<file path="src/rtl/eviction_buffer.sv">
// Write-back victim queue: evicted dirty lines are drained to pmem in FIFO order and stay visible to refill lookups.
// Optional write coalescing is enabled by defining EVICTION_BUFFER_COALESCE_EN.
module eviction_buffer #(
  parameter int S_OFFSET = 5,
  parameter int S_LINE   = 256,
  parameter int DEPTH    = 4,
  parameter int S_CNT    = $clog2(DEPTH + 1)
) (
  input  logic              clk,
  input  logic              rst,
  input  logic              evict_valid,
  output logic              evict_ready,
  input  logic [31:0]       evict_addr,
  input  logic [S_LINE-1:0] evict_data,
  input  logic [31:0]       lookup_addr,
  output logic              lookup_hit,
  output logic [S_LINE-1:0] lookup_data,
  output logic              pmem_write,
  output logic [31:0]       pmem_address,
  output logic [S_LINE-1:0] pmem_wdata,
  input  logic              pmem_resp,
  output logic [S_CNT-1:0]  count,
  output logic              full,
  output logic              empty
);
  localparam int PTR_W = $clog2(DEPTH);
  localparam int LA_W  = 32 - S_OFFSET;

  typedef enum logic {IDLE, WRITE} state_t;

  logic [DEPTH-1:0]  valid_q, valid_d;
  logic [LA_W-1:0]   addr_q [DEPTH];
  logic [LA_W-1:0]   addr_d [DEPTH];
  logic [S_LINE-1:0] data_q [DEPTH];
  logic [S_LINE-1:0] data_d [DEPTH];
  logic [PTR_W-1:0]  head_q, head_d, tail_q, tail_d;
  logic [S_CNT-1:0]  count_q, count_d;
  state_t            state_q, state_d;

  logic [LA_W-1:0]   evict_la, lookup_la;
  logic              push, alloc, pop;
  logic              coal_hit;
  logic [PTR_W-1:0]  coal_idx;

  assign evict_la  = evict_addr[31:S_OFFSET];
  assign lookup_la = lookup_addr[31:S_OFFSET];

  assign count = count_q;
  assign full  = (count_q == S_CNT'(DEPTH));
  assign empty = (count_q == '0);

`ifdef EVICTION_BUFFER_COALESCE_EN
  // The head being written cannot be modified, so it is excluded from the match.
  always_comb begin
    coal_hit = 1'b0;
    coal_idx = '0;
    for (int i = 0; i < DEPTH; i++) begin
      if (valid_q[head_q + PTR_W'(i)] && addr_q[head_q + PTR_W'(i)] == evict_la &&
          !(state_q == WRITE && PTR_W'(i) == '0)) begin
        coal_hit = 1'b1;
        coal_idx = head_q + PTR_W'(i);
      end
    end
  end
`else
  assign coal_hit = 1'b0;
  assign coal_idx = '0;
`endif

  assign evict_ready = !full || coal_hit;
  assign push        = evict_valid && evict_ready;
  assign alloc       = push && !coal_hit;
  assign pop         = (state_q == WRITE) && pmem_resp;

  always_comb begin
    valid_d = valid_q;
    addr_d  = addr_q;
    data_d  = data_q;
    head_d  = head_q;
    tail_d  = tail_q;
    count_d = count_q;
    if (pop) begin
      valid_d[head_q] = 1'b0;
      head_d          = head_q + PTR_W'(1);
    end
    if (alloc) begin
      valid_d[tail_q] = 1'b1;
      addr_d[tail_q]  = evict_la;
      data_d[tail_q]  = evict_data;
      tail_d          = tail_q + PTR_W'(1);
    end else if (push) begin
      data_d[coal_idx] = evict_data;
    end
    case ({alloc, pop})
      2'b10:   count_d = count_q + S_CNT'(1);
      2'b01:   count_d = count_q - S_CNT'(1);
      default: count_d = count_q;
    endcase
  end

  always_comb begin
    state_d      = state_q;
    pmem_write   = 1'b0;
    pmem_address = {addr_q[head_q], {S_OFFSET{1'b0}}};
    pmem_wdata   = data_q[head_q];
    case (state_q)
      IDLE: if (!empty) state_d = WRITE;
      WRITE: begin
        pmem_write = 1'b1;
        if (pmem_resp) state_d = IDLE;
      end
      default: state_d = IDLE;
    endcase
  end

  // Walk oldest to youngest so the last match (closest to tail) wins.
  always_comb begin
    lookup_hit  = 1'b0;
    lookup_data = '0;
    for (int i = 0; i < DEPTH; i++) begin
      if (valid_q[head_q + PTR_W'(i)] && addr_q[head_q + PTR_W'(i)] == lookup_la) begin
        lookup_hit  = 1'b1;
        lookup_data = data_q[head_q + PTR_W'(i)];
      end
    end
  end

  always_ff @(posedge clk or negedge rst) begin
    if (!rst) begin
      valid_q <= '0;
      head_q  <= '0;
      tail_q  <= '0;
      count_q <= '0;
      state_q <= IDLE;
      for (int i = 0; i < DEPTH; i++) begin
        addr_q[i] <= '0;
        data_q[i] <= '0;
      end
    end else begin
      valid_q <= valid_d;
      head_q  <= head_d;
      tail_q  <= tail_d;
      count_q <= count_d;
      state_q <= state_d;
      for (int i = 0; i < DEPTH; i++) begin
        addr_q[i] <= addr_d[i];
        data_q[i] <= data_d[i];
      end
    end
  end

endmodule

</file>
<file path="config.mk">
export PLATFORM = sky130hd
export DESIGN_NAME = eviction_buffer
export DESIGN_NICKNAME = d
export VERILOG_FILES = /design/src/rtl/eviction_buffer.sv
export SDC_FILE = /design/constraint.sdc
export NUM_CORES = 2
export LEC_CHECK = 0
export ABC_AREA = 1
export CAP_MARGIN = 15
export CORE_MARGIN = 4
export CORE_UTILIZATION = 40
export CTS_CLUSTER_SIZE = 40
export DETAILED_ROUTE_END_ITERATION = 8
export GPL_TIMING_DRIVEN = 0
export PLACE_DENSITY = 0.58
export SYNTH_ARGS = -nofsm -noshare
export SYNTH_HDL_FRONTEND = slang
export SYNTH_SLANG_ARGS = --single-unit
</file>
<file path="constraint.sdc">
create_clock -name clk -period 5.5 [get_ports clk]
set_input_delay 1.375 -clock clk [delete_from_list [all_inputs] [get_ports clk]]
set_output_delay 1.375 -clock clk [all_outputs]
set_load 0.03 [all_outputs]
</file>
==> impl_metrics.env <==
export IMPL_synth_edf_count=0
export IMPL_dr_pass1_iters=7
export IMPL_drc=0
export IMPL_hold_viol_final=0
export IMPL_syn_inst=13100
export IMPL_peakVddDrop_uv=396
export IMPL_grt_setup_unrepaired="true"
export IMPL_clock_latency_ns=0.84
export IMPL_cp_start_kind="register"
export IMPL_dieWidth_um=454
export IMPL_io_buffers=858
export IMPL_fin_cells=17100
export IMPL_clk_pin_slew_ns=0.05
export IMPL_arrival_ns=5.17
export IMPL_grt_antenna_before_repair=89
export IMPL_ys_types=32
export IMPL_synthMuxAreaShare=0
export IMPL_synth_seq_cells=1144
export IMPL_crit_fanout=8
export IMPL_synth_top_family_by_area="simple AND/OR/NAND/NOR gates"
export IMPL_finClkSkew_ns=0.0348
export IMPL_dp_cells=16600
export IMPL_slew_headroom=0.140
export IMPL_synth_area_per_cell_um2=6.07
export IMPL_synth_xor_area_share=0.00187
export IMPL_violations="negative setup slack"
export IMPL_syn2layout_area_growth_pct=28.4
export IMPL_die_h_um=454
export IMPL_wl_per_cell_um=26.3
export IMPL_gp_congestion=0.996
export IMPL_ant_nets=0
export IMPL_ctsLongestPathBuffers=3
export IMPL_finalMaxSlewViolations=0
export IMPL_drv_cap=0
export IMPL_routed_wl_um=450000
export IMPL_layout_nets=14600
export IMPL_yosys_area_share_adder=0.00167
export IMPL_nFillCells=20000
export IMPL_end_kind="output pin"
export IMPL_layout_commonest_cell="nand2_1"
export IMPL_rows=163
export IMPL_required_ns=4.12
export IMPL_vias=98400
export IMPL_dp_hpwl_um=320000
export IMPL_async_flop_share=1.00
export IMPL_overflow=0
export IMPL_core_mm2=0.197
export IMPL_synth_compound_area_frac=0.214
export IMPL_reg2reg_slack_ns=1.41
export IMPL_die_area_mm2=0.206
export IMPL_ioPinCount=876
export IMPL_grt_max_degree=164
export IMPL_vias_per_cell=5.76
export IMPL_layout_common_cells="nand2_1, o21ai_0, inv_1, dfrtp_1, clkdlybuf4s50_1"
export IMPL_ctsRootBufferMaster="clkbuf_16"
export IMPL_p_leak_nw=51.0
export IMPL_yosysSeqAreaShare=0.360
export IMPL_drive_gt1_frac=0.0985
export IMPL_setup_viol_count_final=511
export IMPL_fin_tns_setup_ns=-352.70
export IMPL_tritoncts="built"
export IMPL_status="finished, violations left"
export IMPL_power_density_mw_per_mm2=754
export IMPL_yosysTopAreaCell="dfrtp_1"
export IMPL_drt_iter0_markers=13300
export IMPL_grt_usage=0.417
export IMPL_period_share=1.19
export IMPL_path_class="register to output pin"
export IMPL_synth_warnings=0
export IMPL_timing_final_ws_setup_ns=-1.04
export IMPL_yosysTopAreaCellShare=0.360
export IMPL_cts_inserted_buffers=145
export IMPL_yosys_top_cells_area="dfrtp_1, nand2_1, o21ai_0"
export IMPL_h_tree_depth=4
export IMPL_worst_slew_pin_slew_ns=1.29
export IMPL_yosys_area_share_simple=0.306
export IMPL_grt_pass1_vias=91300
export IMPL_worstHoldPathType="input port to async pin"
export IMPL_period_minus_slack_ns=6.54
export IMPL_cp_slowest_stage_delay_ns=0.37
export IMPL_fmax_mhz=153
export IMPL_critPathMostFrequentCell="buf_12"
export IMPL_grt_first_pass_wirelength_um=635000
export IMPL_synth_top_flop_cell="dfrtp_1"
export IMPL_critPathSlowestCell="dfrtp_2"
export IMPL_syn_area_mm2=0.0794
export IMPL_cts_sinks=1144
export IMPL_start_util=0.402
cell type report:
class                   count  area, um2  area share
well taps                2640       3300      0.0324
repair buffers           1045      11400       0.112
inverters                1329       5010      0.0491
flip-flops and latches   1144      28600       0.281
clock inverters            63        818     0.00802
clock buffers             198       4130      0.0405
diodes                     58        145     0.00142
multi-input cells        9663      42800       0.419
plain buffers             941       5800      0.0569
critical path, delay by kind of cell, from the launching register on:
kind / cells / cell delay [ns]
fa+ha+maj: 1 / 0.27
flops: 1 / 0.37
simple gates: 8 / 1.11
compound gates: 1 / 0.04
buf+inv: 17 / 2.25
xor+xnor: 1 / 0.21
metal layers:
layer,routed length [um],global-route usage,vias to the layer above
li1,-,-,43700
met2,194000,0.622,6383
met3,47900,0.0935,1348
met1,168000,0.526,47000
met4,39600,0.319,16
met5,102,0,-
synthesized netlist by cell type, types with 2 or more instances:
cell type,instances
a21oi_1,275
ha_1,9
nor2_2,2
clkbuf_1,573
buf_6,19
inv_2,10
nor2_1,62
nor3_1,8
o21ai_1,197
dfrtp_1,1144
buf_2,250
buf_1,59
o211ai_1,279
o21ai_0,2508
nand4_1,8
inv_1,1317
buf_4,51
xor2_1,16
nand3_1,269
nand2_1,6016
final timing paths:
path                                         startpoint                 endpoint  cells after the start
worst max-delay path              head_q[1]$_DFFE_PN0P_         lookup_data[106]                     28
max in group asynchronous                           rst  data_q[326]$_DFFE_PN0P_                      4
worst max register to register     count[2]$_DFFE_PN0P_  data_q[518]$_DFFE_PN0P_                     11
worst min-delay path                                rst  data_q[476]$_DFFE_PN0P_                      1
min in group clk                data_q[551]$_DFFE_PN0P_  data_q[551]$_DFFE_PN0P_                      2
worst min register to register  data_q[551]$_DFFE_PN0P_  data_q[551]$_DFFE_PN0P_                      2
report_power, final:
| group | internal, mW | total, mW | leakage, nW | switching, mW |
|---|---|---|---|---|
| combinational | 14.7 | 51.9 | 34.5 | 37.3 |
| clock | 5.99 | 10.2 | 2.42 | 4.26 |
| sequential | 12.5 | 14.8 | 14.1 | 2.26 |
| total | 33.2 | 77.0 | 51.0 | 43.8 |
sequential cells by signal, indices dropped and copies added (netlist names):
| signal | count |
|---|---|
| head_q | 2 |
| state_q | 1 |
| data_q | 1024 |
| addr_q | 108 |
| tail_q | 2 |
| valid_q | 4 |
| count | 3 |
metrics by stage:
stage               instance area [um2]  worst slack (ns)  hold slack [ns]  power (mW)   util
floorplan                         79500             0.180            0.465        42.7      -
global placement                  91400            -51.56            0.478        62.3  0.463
detailed placement                92000             -4.91            0.482        63.0  0.466
CTS                              101000             -1.16            0.498        74.6  0.510
global route                     102000            -0.976            0.518        81.3  0.517
finish                           102000             -1.04            0.453        77.0  0.517
kinds of logic after synthesis:
| group | count (synthesis) |
|---|---|
| XOR/XNOR | 17 |
| adder cells (fa/ha/maj) | 10 |
| AO/OA/AOI/OAI | 3261 |
| AND/OR/NAND/NOR | 6370 |
| buffers and inverters | 2281 |
| other | 1 |
| flip-flops | 1144 |
repair_timing:
action                                 in CTS  in global routing
hold buffers                                0                  0
cloned                                     24                 14
setup endpoints to repair                 514                513
pin swaps                                 104                 95
endpoints found under the hold margin       0                  0
resized for setup                        1800                776
buffers inserted                           85                 42
Power figures use the tool's default switching activity.
